--- config.mk ---
export PLATFORM = sky130hd
export DESIGN_NAME = demux1to2_buf_flat
export DESIGN_NICKNAME = d
export VERILOG_FILES = /design/src/rtl/demux1to2_buf_if.sv /design/src/rtl/demux1to2_buf.sv /design/src/flat_wrapper.sv
export SDC_FILE = /design/constraint.sdc
export NUM_CORES = 1
export LEC_CHECK = 0
export ABC_AREA = 1
export BUFFER_PORTS_ARGS = -buffer_cell sky130_fd_sc_hd__buf_4
export CORE_MARGIN = 3
export CORE_UTILIZATION = 50
export CTS_BUF_LIST = sky130_fd_sc_hd__clkbuf_4 sky130_fd_sc_hd__clkbuf_8
export CTS_CLUSTER_SIZE = 8
export DETAILED_ROUTE_END_ITERATION = 8
export PLACE_DENSITY = 0.78
export SYNTH_ARGS = -nofsm -noshare
export SYNTH_HDL_FRONTEND = slang
export SYNTH_SLANG_ARGS = --single-unit
--- constraint.sdc ---
create_clock -name clk -period 5.3 [get_ports clk]
set_input_delay 0.265 -clock clk [delete_from_list [all_inputs] [get_ports clk]]
set_output_delay 0.265 -clock clk [all_outputs]
set_load 0.03 [all_outputs]
--- src/rtl/demux1to2_buf_if.sv ---
// Handshake bundle for demux1to2_buf: one producer stream in, two buffered lanes out.
// The slave modport is the demux; the master modport is the producer plus both cores.
interface demux1to2_buf_if #(
    parameter int unsigned WIDTH = 32,
    parameter int unsigned DEPTH = 2
);
    localparam int unsigned CW = $clog2(DEPTH) + 1;

    logic             in_valid;
    logic             in_ready;
    logic [WIDTH-1:0] in_data;
    logic             sel;

    logic             A_valid;
    logic             A_ready;
    logic [WIDTH-1:0] A;
    logic [CW-1:0]    A_count;

    logic             B_valid;
    logic             B_ready;
    logic [WIDTH-1:0] B;
    logic [CW-1:0]    B_count;

    modport slave (
        input  in_valid, in_data, sel, A_ready, B_ready,
        output in_ready, A_valid, A, A_count, B_valid, B, B_count
    );

    modport master (
        output in_valid, in_data, sel, A_ready, B_ready,
        input  in_ready, A_valid, A, A_count, B_valid, B, B_count
    );
endinterface

--- src/rtl/demux1to2_buf.sv ---
// Registered 1-to-2 demultiplexer. The producer word is steered by sel into lane A (0) or
// lane B (1); each lane is an independent circular FIFO so a stalled core never blocks the
// other lane.
module demux1to2_buf #(
    parameter int unsigned WIDTH = 32,
    parameter int unsigned DEPTH = 2
) (
    input logic            clk,
    input logic            rst,
    demux1to2_buf_if.slave bus
);
    localparam int unsigned PW = $clog2(DEPTH);
    localparam int unsigned CW = PW + 1;
    localparam logic [CW-1:0] FULL    = CW'(DEPTH);
    localparam logic [CW-1:0] CNT_ONE = CW'(1);
    localparam logic [PW-1:0] PTR_ONE = PW'(1);

    // Lane A state
    logic [WIDTH-1:0] mem_a_q [DEPTH];
    logic [PW-1:0]    wr_a_q, rd_a_q;
    logic [CW-1:0]    cnt_a_q, cnt_a_d;

    // Lane B state
    logic [WIDTH-1:0] mem_b_q [DEPTH];
    logic [PW-1:0]    wr_b_q, rd_b_q;
    logic [CW-1:0]    cnt_b_q, cnt_b_d;

    logic ready;
    logic push_a, push_b, pop_a, pop_b;
    logic valid_a, valid_b;

    // Acceptance depends only on the selected lane's occupancy; no full-lane pass-through.
    always_comb begin
        ready   = bus.sel ? (cnt_b_q != FULL) : (cnt_a_q != FULL);
        valid_a = (cnt_a_q != '0);
        valid_b = (cnt_b_q != '0);
        push_a  = bus.in_valid && ready && !bus.sel;
        push_b  = bus.in_valid && ready && bus.sel;
        pop_a   = valid_a && bus.A_ready;
        pop_b   = valid_b && bus.B_ready;
    end

    // Output ports: heads are shown even when empty; valid alone qualifies the data.
    always_comb begin
        bus.in_ready = ready;
        bus.A_valid  = valid_a;
        bus.B_valid  = valid_b;
        bus.A        = mem_a_q[rd_a_q];
        bus.B        = mem_b_q[rd_b_q];
        bus.A_count  = cnt_a_q;
        bus.B_count  = cnt_b_q;
    end

    // Lane A next occupancy: simultaneous push and pop leaves it unchanged.
    always_comb begin
        cnt_a_d = cnt_a_q;
        if (push_a && !pop_a) begin
            cnt_a_d = cnt_a_q + CNT_ONE;
        end else if (pop_a && !push_a) begin
            cnt_a_d = cnt_a_q - CNT_ONE;
        end
    end

    // Lane B next occupancy.
    always_comb begin
        cnt_b_d = cnt_b_q;
        if (push_b && !pop_b) begin
            cnt_b_d = cnt_b_q + CNT_ONE;
        end else if (pop_b && !push_b) begin
            cnt_b_d = cnt_b_q - CNT_ONE;
        end
    end

    // Lane A pointers and count; pointers wrap naturally since DEPTH is a power of two.
    always_ff @(posedge clk or posedge rst) begin
        if (rst) begin
            wr_a_q  <= '0;
            rd_a_q  <= '0;
            cnt_a_q <= '0;
        end else begin
            if (push_a) begin
                wr_a_q <= wr_a_q + PTR_ONE;
            end
            if (pop_a) begin
                rd_a_q <= rd_a_q + PTR_ONE;
            end
            cnt_a_q <= cnt_a_d;
        end
    end

    // Lane A storage; cleared on reset so the idle head reads zero.
    always_ff @(posedge clk or posedge rst) begin
        if (rst) begin
            for (int unsigned i = 0; i < DEPTH; i++) begin
                mem_a_q[i] <= '0;
            end
        end else if (push_a) begin
            mem_a_q[wr_a_q] <= bus.in_data;
        end
    end

    // Lane B pointers and count.
    always_ff @(posedge clk or posedge rst) begin
        if (rst) begin
            wr_b_q  <= '0;
            rd_b_q  <= '0;
            cnt_b_q <= '0;
        end else begin
            if (push_b) begin
                wr_b_q <= wr_b_q + PTR_ONE;
            end
            if (pop_b) begin
                rd_b_q <= rd_b_q + PTR_ONE;
            end
            cnt_b_q <= cnt_b_d;
        end
    end

    // Lane B storage.
    always_ff @(posedge clk or posedge rst) begin
        if (rst) begin
            for (int unsigned i = 0; i < DEPTH; i++) begin
                mem_b_q[i] <= '0;
            end
        end else if (push_b) begin
            mem_b_q[wr_b_q] <= bus.in_data;
        end
    end
endmodule
--- src/flat_wrapper.sv ---
// flat-port wrapper written by rule: the top's interface ports become plain ports
module demux1to2_buf_flat 
#(
    parameter int unsigned WIDTH = 32,
    parameter int unsigned DEPTH = 2
)
  (clk, rst, bus_in_valid, bus_in_data, bus_sel, bus_A_ready, bus_B_ready, bus_in_ready, bus_A_valid, bus_A, bus_A_count, bus_B_valid, bus_B, bus_B_count);
  demux1to2_buf_if #(.WIDTH(WIDTH), .DEPTH(DEPTH)) bus_i ();
  input logic clk;
  input logic rst;
  input wire logic [$bits(bus_i.in_valid)-1:0] bus_in_valid;
  input wire logic [$bits(bus_i.in_data)-1:0] bus_in_data;
  input wire logic [$bits(bus_i.sel)-1:0] bus_sel;
  input wire logic [$bits(bus_i.A_ready)-1:0] bus_A_ready;
  input wire logic [$bits(bus_i.B_ready)-1:0] bus_B_ready;
  output wire logic [$bits(bus_i.in_ready)-1:0] bus_in_ready;
  output wire logic [$bits(bus_i.A_valid)-1:0] bus_A_valid;
  output wire logic [$bits(bus_i.A)-1:0] bus_A;
  output wire logic [$bits(bus_i.A_count)-1:0] bus_A_count;
  output wire logic [$bits(bus_i.B_valid)-1:0] bus_B_valid;
  output wire logic [$bits(bus_i.B)-1:0] bus_B;
  output wire logic [$bits(bus_i.B_count)-1:0] bus_B_count;
  assign bus_i.in_valid = bus_in_valid;
  assign bus_i.in_data = bus_in_data;
  assign bus_i.sel = bus_sel;
  assign bus_i.A_ready = bus_A_ready;
  assign bus_i.B_ready = bus_B_ready;
  assign bus_in_ready = bus_i.in_ready;
  assign bus_A_valid = bus_i.A_valid;
  assign bus_A = bus_i.A;
  assign bus_A_count = bus_i.A_count;
  assign bus_B_valid = bus_i.B_valid;
  assign bus_B = bus_i.B;
  assign bus_B_count = bus_i.B_count;
  demux1to2_buf #(.WIDTH(WIDTH), .DEPTH(DEPTH)) u_core (.clk(clk), .rst(rst), .bus(bus_i));
endmodule
Yosys cells after proc, flatten, opt, wreduce, memory -nomap -nowiden
Index checks and enable logic that the tools add are counted.
{ "totals": {"register_bits": 136, "latchBits": 0, "mem_bits_rw": 0, "romBits": 0, "output_inout_bits": 71, "memories": 0} }
{ "classes": {"n_addsub": 8, "multipliers": 0, "div": 0, "n_lt_le_gt_ge": 6, "n_eq_ne": 2, "n_shift": 0, "n_mux": 17, "bitwise_logic": 4, "n_reduce_logical": 20} }
{ "op_table": {"columns": ["op", "n"], "rows": [
  ["$mux 32", 8],
  ["$bwmux 64", 2],
  ["$demux 32 s1", 2],
  ["$logic_and 1x1->1", 11],
  ["$ge 2x2->1 const B", 4],
  ["$mux 2", 4],
  ["$not 1->2", 4],
  ["$reduce_bool 2->1", 4],
  ["$logic_not 1->1", 5],
  ["$add 1x1->1 const B", 4],
  ["$add 2x1->2 const B", 2],
  ["$lt 2x1->1 const B", 2],
  ["$ne 2x2->1 const B", 2],
  ["$sub 2x1->2 const B", 2],
  ["$mux 1", 1]
]} }

Depth between registers and ports, before layout
{ "logic_depth": {"depth_word": 8, "mapped_depth": 10, "depth_no_buf": 8} }

Worst setup path before layout
Ideal clock, no wire load.
{ "synth_path": {"kind": "register to register", "start": "register u_core.cnt_b_q[0] (netlist: u_core.bus.B_count[0])", "end": "register u_core.cnt_a_q[1] (netlist: u_core.bus.A_count[1])", "arrival_time_ps": 1835, "slack_ps": 3334, "stages_incl_launch_ff": 11, "cell_sequence": "dfrtp_1 -> inv_2 -> nand3_4 -> nand4_4 -> buf_8 -> buf_8 -> inv_1 -> ha_1 -> a21oi_1 -> o21ai_0 -> xor2_1"} }
{ "synth_via": {"elab_chain_cells": 7, "elab_cells_between_ends": 9, "cone_classes": "1 x eq/ne; 2 x mux; 6 x reduce/logical"} }
{ "synth_rtl": {"columns": ["item", "line_no", "source"], "rows": [
  ["start: declaration", "demux1to2_buf.sv:26", "logic [CW-1:0] cnt_b_q, cnt_b_d;"],
  ["start signal: assignment", "demux1to2_buf.sv:115", "cnt_b_q <= cnt_b_d;"],
  ["$ne 2x2->1 *", "demux1to2_buf.sv:34", "ready = bus.sel ? (cnt_b_q != FULL) : (cnt_a_q != FULL);"],
  ["$mux 1 *", "demux1to2_buf.sv:34", null],
  ["$logic_and 1x1->1 * (2 in series)", "demux1to2_buf.sv:37", "push_a = bus.in_valid && ready && !bus.sel;"],
  ["via u_core.push_a", "demux1to2_buf.sv:29", "logic push_a, push_b, pop_a, pop_b;"],
  ["$logic_not 1->1", "demux1to2_buf.sv:59", "end else if (pop_a && !push_a) begin"],
  ["$logic_and 1x1->1", "demux1to2_buf.sv:59", null],
  ["$reduce_bool 2->1 (no line)", null, null],
  ["end signal: assignment", "demux1to2_buf.sv:87", "cnt_a_q <= cnt_a_d;"],
  ["end: declaration", "demux1to2_buf.sv:21", "logic [CW-1:0] cnt_a_q, cnt_a_d;"]
]} }
The timed path passes the listed nets; every way through them passes the cells marked *.
A chain may end at the register's enable or synchronous reset.

Final worst setup path
{ "layout_path": {"start": "register u_core.wr_a_q", "end": "register u_core.mem_a_q[15] (netlist bit)"} }
{ "layout_via": {"elab_chain_cells": 6, "elab_cells_between_ends": 7, "cone_classes": "2 x order compare; 3 x mux; 1 x bitwise; 1 x reduce/logical"} }
{ "layout_rtl": {"columns": ["item", "line_no", "source"], "rows": [
  ["start: declaration", "demux1to2_buf.sv:20", "logic [PW-1:0] wr_a_q, rd_a_q;"],
  ["start signal: assignment", "demux1to2_buf.sv:82", "wr_a_q <= wr_a_q + PTR_ONE;"],
  ["$not 1->2 (not written as such) *", "demux1to2_buf.sv:98", "mem_a_q[wr_a_q] <= bus.in_data;"],
  ["$ge 2x2->1 (not written as such) / $lt 2x1->1 (equally long branches)", "demux1to2_buf.sv:98", null],
  ["$logic_and 1x1->1 (not written as such)", "demux1to2_buf.sv:98", null],
  ["$mux 32 (not written as such)", "demux1to2_buf.sv:98", null],
  ["$demux 32 s1 *", "demux1to2_buf.sv:98", null],
  ["$bwmux 64 *", "demux1to2_buf.sv:98", null],
  ["end signal: indexed assignment", "demux1to2_buf.sv:98", null],
  ["end: declaration", "demux1to2_buf.sv:19", "logic [WIDTH-1:0] mem_a_q [DEPTH];"]
]} }
Mark *: on every way between the ends. The rest lies on a longest branch, timed or not.

==> run_results.csv <==
group,metric,value,unit
timing,fmaxAchievable,388,MHz
timing,timing.clock.skew,0.00679,ns
setup_path,endpoint_kind,"flip-flop",
timing,timing.final.setup_violations,0,
logic_synthesis,synth.net_count,839,
setup_path,arrival_time_at_the_worst_endpoint,2.95,ns
timing,slew_violations,0,
route,route.layer.met1.wl,7.31,mm
cts,cts.repair.resized,0,
hold_path,hold_path.startpoint,"bus_in_data[23]",
setup_path,critical_path_required,5.67,ns
hold_path,timing.hold.worst_endpoint,"u_core.mem_a_q[55]",
logic_synthesis,synth_async_sr_flop_share,100,%
setup_path,crit_path_cell_trace,"inv_2, nor2_4, nand2_1, nand2_1",
hold_path,worstHoldPathType,"input pin to flip-flop",
grt,first_global_vias,5093,
logic_synthesis,synthDominantAreaCellType,"sky130_fd_sc_hd__dfrtp_1",
setup_path,critical_path.max_fanout,34,
route,top_layer,"met4",
route,route.met3.wl,868,um
floorplanning,num_rows,41,
placed_design,place_area,7460,um^2
logic_synthesis,mux_share_of_post_synthesis_cell_area,0,%
route,wirelength,15.5,mm
cells_and_area,antenna_cells_inserted,0,
cts,htreeDepth,4,
setup_path,levels_on_crit_path,4,
logic_synthesis,synth_enable_flop_cells,0,
logic_synthesis,synth_area_in_compound_gates,19.3,%
route,firstDrtPassIters,5,
floorplanning,floorplan.die_area,14800,um^2
cells_and_area,final-seq-area,3410,um^2
grt,groute.usage.overall,21.7,%
placed_design,post-dp-hpwl,10.0,mm
route,viasPerCell,5.03,
logic_synthesis,synth_fa_ha_area_share,0.374,%
setup_path,worst_path_max_delay_cell,"sky130_fd_sc_hd__dfrtp_2",
setup_path,regToRegStartpoint,"u_core.wr_a_q",
route,met2WireLength,7.10,mm
logic_synthesis,synth_seq_area_share,50.8,%
timing,hold_violations,0,
cts,root_buffer,"sky130_fd_sc_hd__clkbuf_8",
logic_synthesis,synth_top_cells_by_count,"sky130_fd_sc_hd__nand2_1, sky130_fd_sc_hd__dfrtp_1, sky130_fd_sc_hd__o21ai_0",
logic_synthesis,postSynthCellCount,799,
timing,layout_min_cycle_time,2.58,ns
placed_design,io_buffers,108,
cells_and_area,layout.filler_cells,1105,
grt,grt_pass1_wl,25.1,mm
floorplanning,die_h,122,um
logic_synthesis,synth-warning-count,0,
setup_path,timing.critical_path.buf_inv,1,
setup_path,cpLargestDelayFamily,"flip-flops",
floorplanning,io-pin-count,109,
cts,total_clock_sinks,136,
logic_synthesis,syn-mean-instance-area,8.38,um^2
timing,rsz0062_at_grt,"false",
grt,initial_antenna_violation_count,0,
setup_path,reg2reg_to,"u_core.mem_a_q[15]",
grt,largest_net_degree_at_the_start_of_global_routing,66,
route,avgRoutedWirePerCell,14.6,um
cells_and_area,finish.net_count,922,
logic_synthesis,yosys.area_share.xor_xnor,1.05,%
setup_path,cpPeakStageDelay,1.02,ns
timing,worst-slew-pin-transition,1.03,ns
cts,ctsLongestPathBuffers,2,
cells_and_area,drive_above_1_share,21.9,%
route,drc,0,
outcome,outcome,"finished clean",
power,p_leak,4.01,nW
floorplanning,initial_core_util,52.0,%
setup_path,start_kind,"flip-flop",
floorplanning,floorplan.die.width,122,um
logic_synthesis,yosys_most_used_dff,"sky130_fd_sc_hd__dfrtp_1",
timing,worst_slew_margin_rel,31.2,%
timing,finalCritPeriodShare,48.7,%
route,via_count,5353,
run,drv.max_cap_violation_count,0,
setup_path,criticalPathCategory,"flip-flop to flip-flop",
cts,clk_pin_slew_worst_paths,0.07,ns
logic_synthesis,ys_ff_latch,136,
logic_synthesis,synth_top_cell_area_share,50.8,%
timing,totalNegativeSetupSlack,0,ns
placed_design,gp_congestion,0.757,
logic_synthesis,yosys-top-cells-area,"sky130_fd_sc_hd__dfrtp_1, sky130_fd_sc_hd__nand2_1, sky130_fd_sc_hd__o21ai_0",
cts,cts_made_buffers,17,
power,p_total,5.54,mW
logic_synthesis,synth_simple_gate_area_share,18.0,%
setup_path,r2r_cells,4,
grt,grt_overflow_total,0,
route,ant_nets,0,
setup_path,setup_slack_reg_to_reg,2.72,ns
cts,clkLatencyLatePin,0.44,ns
route,first_iter_violations,480,
cells_and_area,multi_input_comb_area,2590,um^2
logic_synthesis,synth_top_family_by_area,"compound AO/OA/AOI/OAI gates",
timing,timing.hold.ws,0.0703,ns
power,ir_drop,0.435,mV
setup_path,critPathMostFrequentCell,"sky130_fd_sc_hd__nand2_1",
logic_synthesis,synth.lib_cells_used.distinct,23,
floorplanning,core,12900,um^2
cts,clock_tree_from_tritoncts,"built",
hold_path,min_delay_path_depth,3,
cells_and_area,area_growth_syn_to_fin,17.0,%
logic_synthesis,most_common_cell_in_the_netlist,"sky130_fd_sc_hd__nand2_1",
logic_synthesis,synthesis.area,6690,um^2
cells_and_area,layout.cell_area.non_filler,7830,um^2
power,power_density_cells,708,nW/um^2
[layout by cell type (no fill, tap or decap), drive strengths merged]
cell type      n
inv          107
xnor2          4
xor2           4
clkinv         3
o21ai        131
dlygate4sd3    1
nand3          2
nor2           4
o21bai        64
nand2        293
nand4          1
ha             2
dfrtp        136
bufinv         1
clkbuf        26
a21oi          2
buf          112
[kinds of logic after synthesis]
family | Yosys count
and+or+nand+nor | 300
adders and majority gates | 2
buffers and inverters | 156
AOI/OAI and AO/OA | 197
DFF | 136
xor gates and xnor gates | 8
[worst reg2reg max path, stage by stage (launching register included)]
cell and delay [ns]:
sky130_fd_sc_hd__dfrtp_2 1.02, sky130_fd_sc_hd__inv_2 0.56, sky130_fd_sc_hd__nor2_4 0.72, sky130_fd_sc_hd__nand2_1 0.11, sky130_fd_sc_hd__nand2_1 0.11
[timing repair]
item,4_1_cts,5_1_grt
endpoints found under the hold margin,38,0
setup buffers,0,0
hold buffers,1,0
[routing by layer]
metal,track usage (%),vias to the layer above
met3,4.55,23
met1,31.9,2529
li1,-,2634
met2,32.3,167
met4,7.63,0
met5,0,-
[metrics by stage]
step / util [%] / setup WS (ns) / cells
floorplan: - / 1.40 / 799
global placement: 58.0 / 2.74 / 1034
detailed placement: 58.0 / 2.71 / 1034
CTS: 60.8 / 2.70 / 1065
global route: 60.8 / 2.52 / 1065
finish: 60.8 / 2.72 / 1065
[where the power goes]
group	switching (mW)	internal (mW)
clock network	0.365	0.425
registers	0.403	1.55
logic	1.77	1.03
[cell type report]
class                           count  area share [%]
Clock buffer                       26            4.01
Clock inverter                      4           0.575
Inverter                          107            5.16
Multi-Input combinational cell    507            33.1
Sequential cell                   136            43.5
Tap cell                          172            2.75
Timing Repair Buffer              113            10.9
[flip-flops by register name (all words and copies together) (netlist names)]
name / flops
u_core.bus.A_count: 2
u_core.bus.B_count: 2
u_core.mem_a_q: 64
u_core.mem_b_q: 64
u_core.rd_a_q: 1
u_core.rd_b_q: 1
u_core.wr_a_q: 1
u_core.wr_b_q: 1
[worst max-delay path by stage]
stage / startpoint / endpoint
3_3_place_gp: u_core.wr_a_q / u_core.mem_a_q[26]
2_1_floorplan: rst / u_core.bus.A_count[0]
5_1_grt: u_core.wr_a_q / u_core.mem_a_q[18]
4_1_cts: u_core.wr_a_q / u_core.mem_a_q[15]
3_5_place_dp: u_core.wr_a_q / u_core.mem_a_q[15]
6_report: u_core.wr_a_q / u_core.mem_a_q[15]
(Power assumes the default switching activity.)
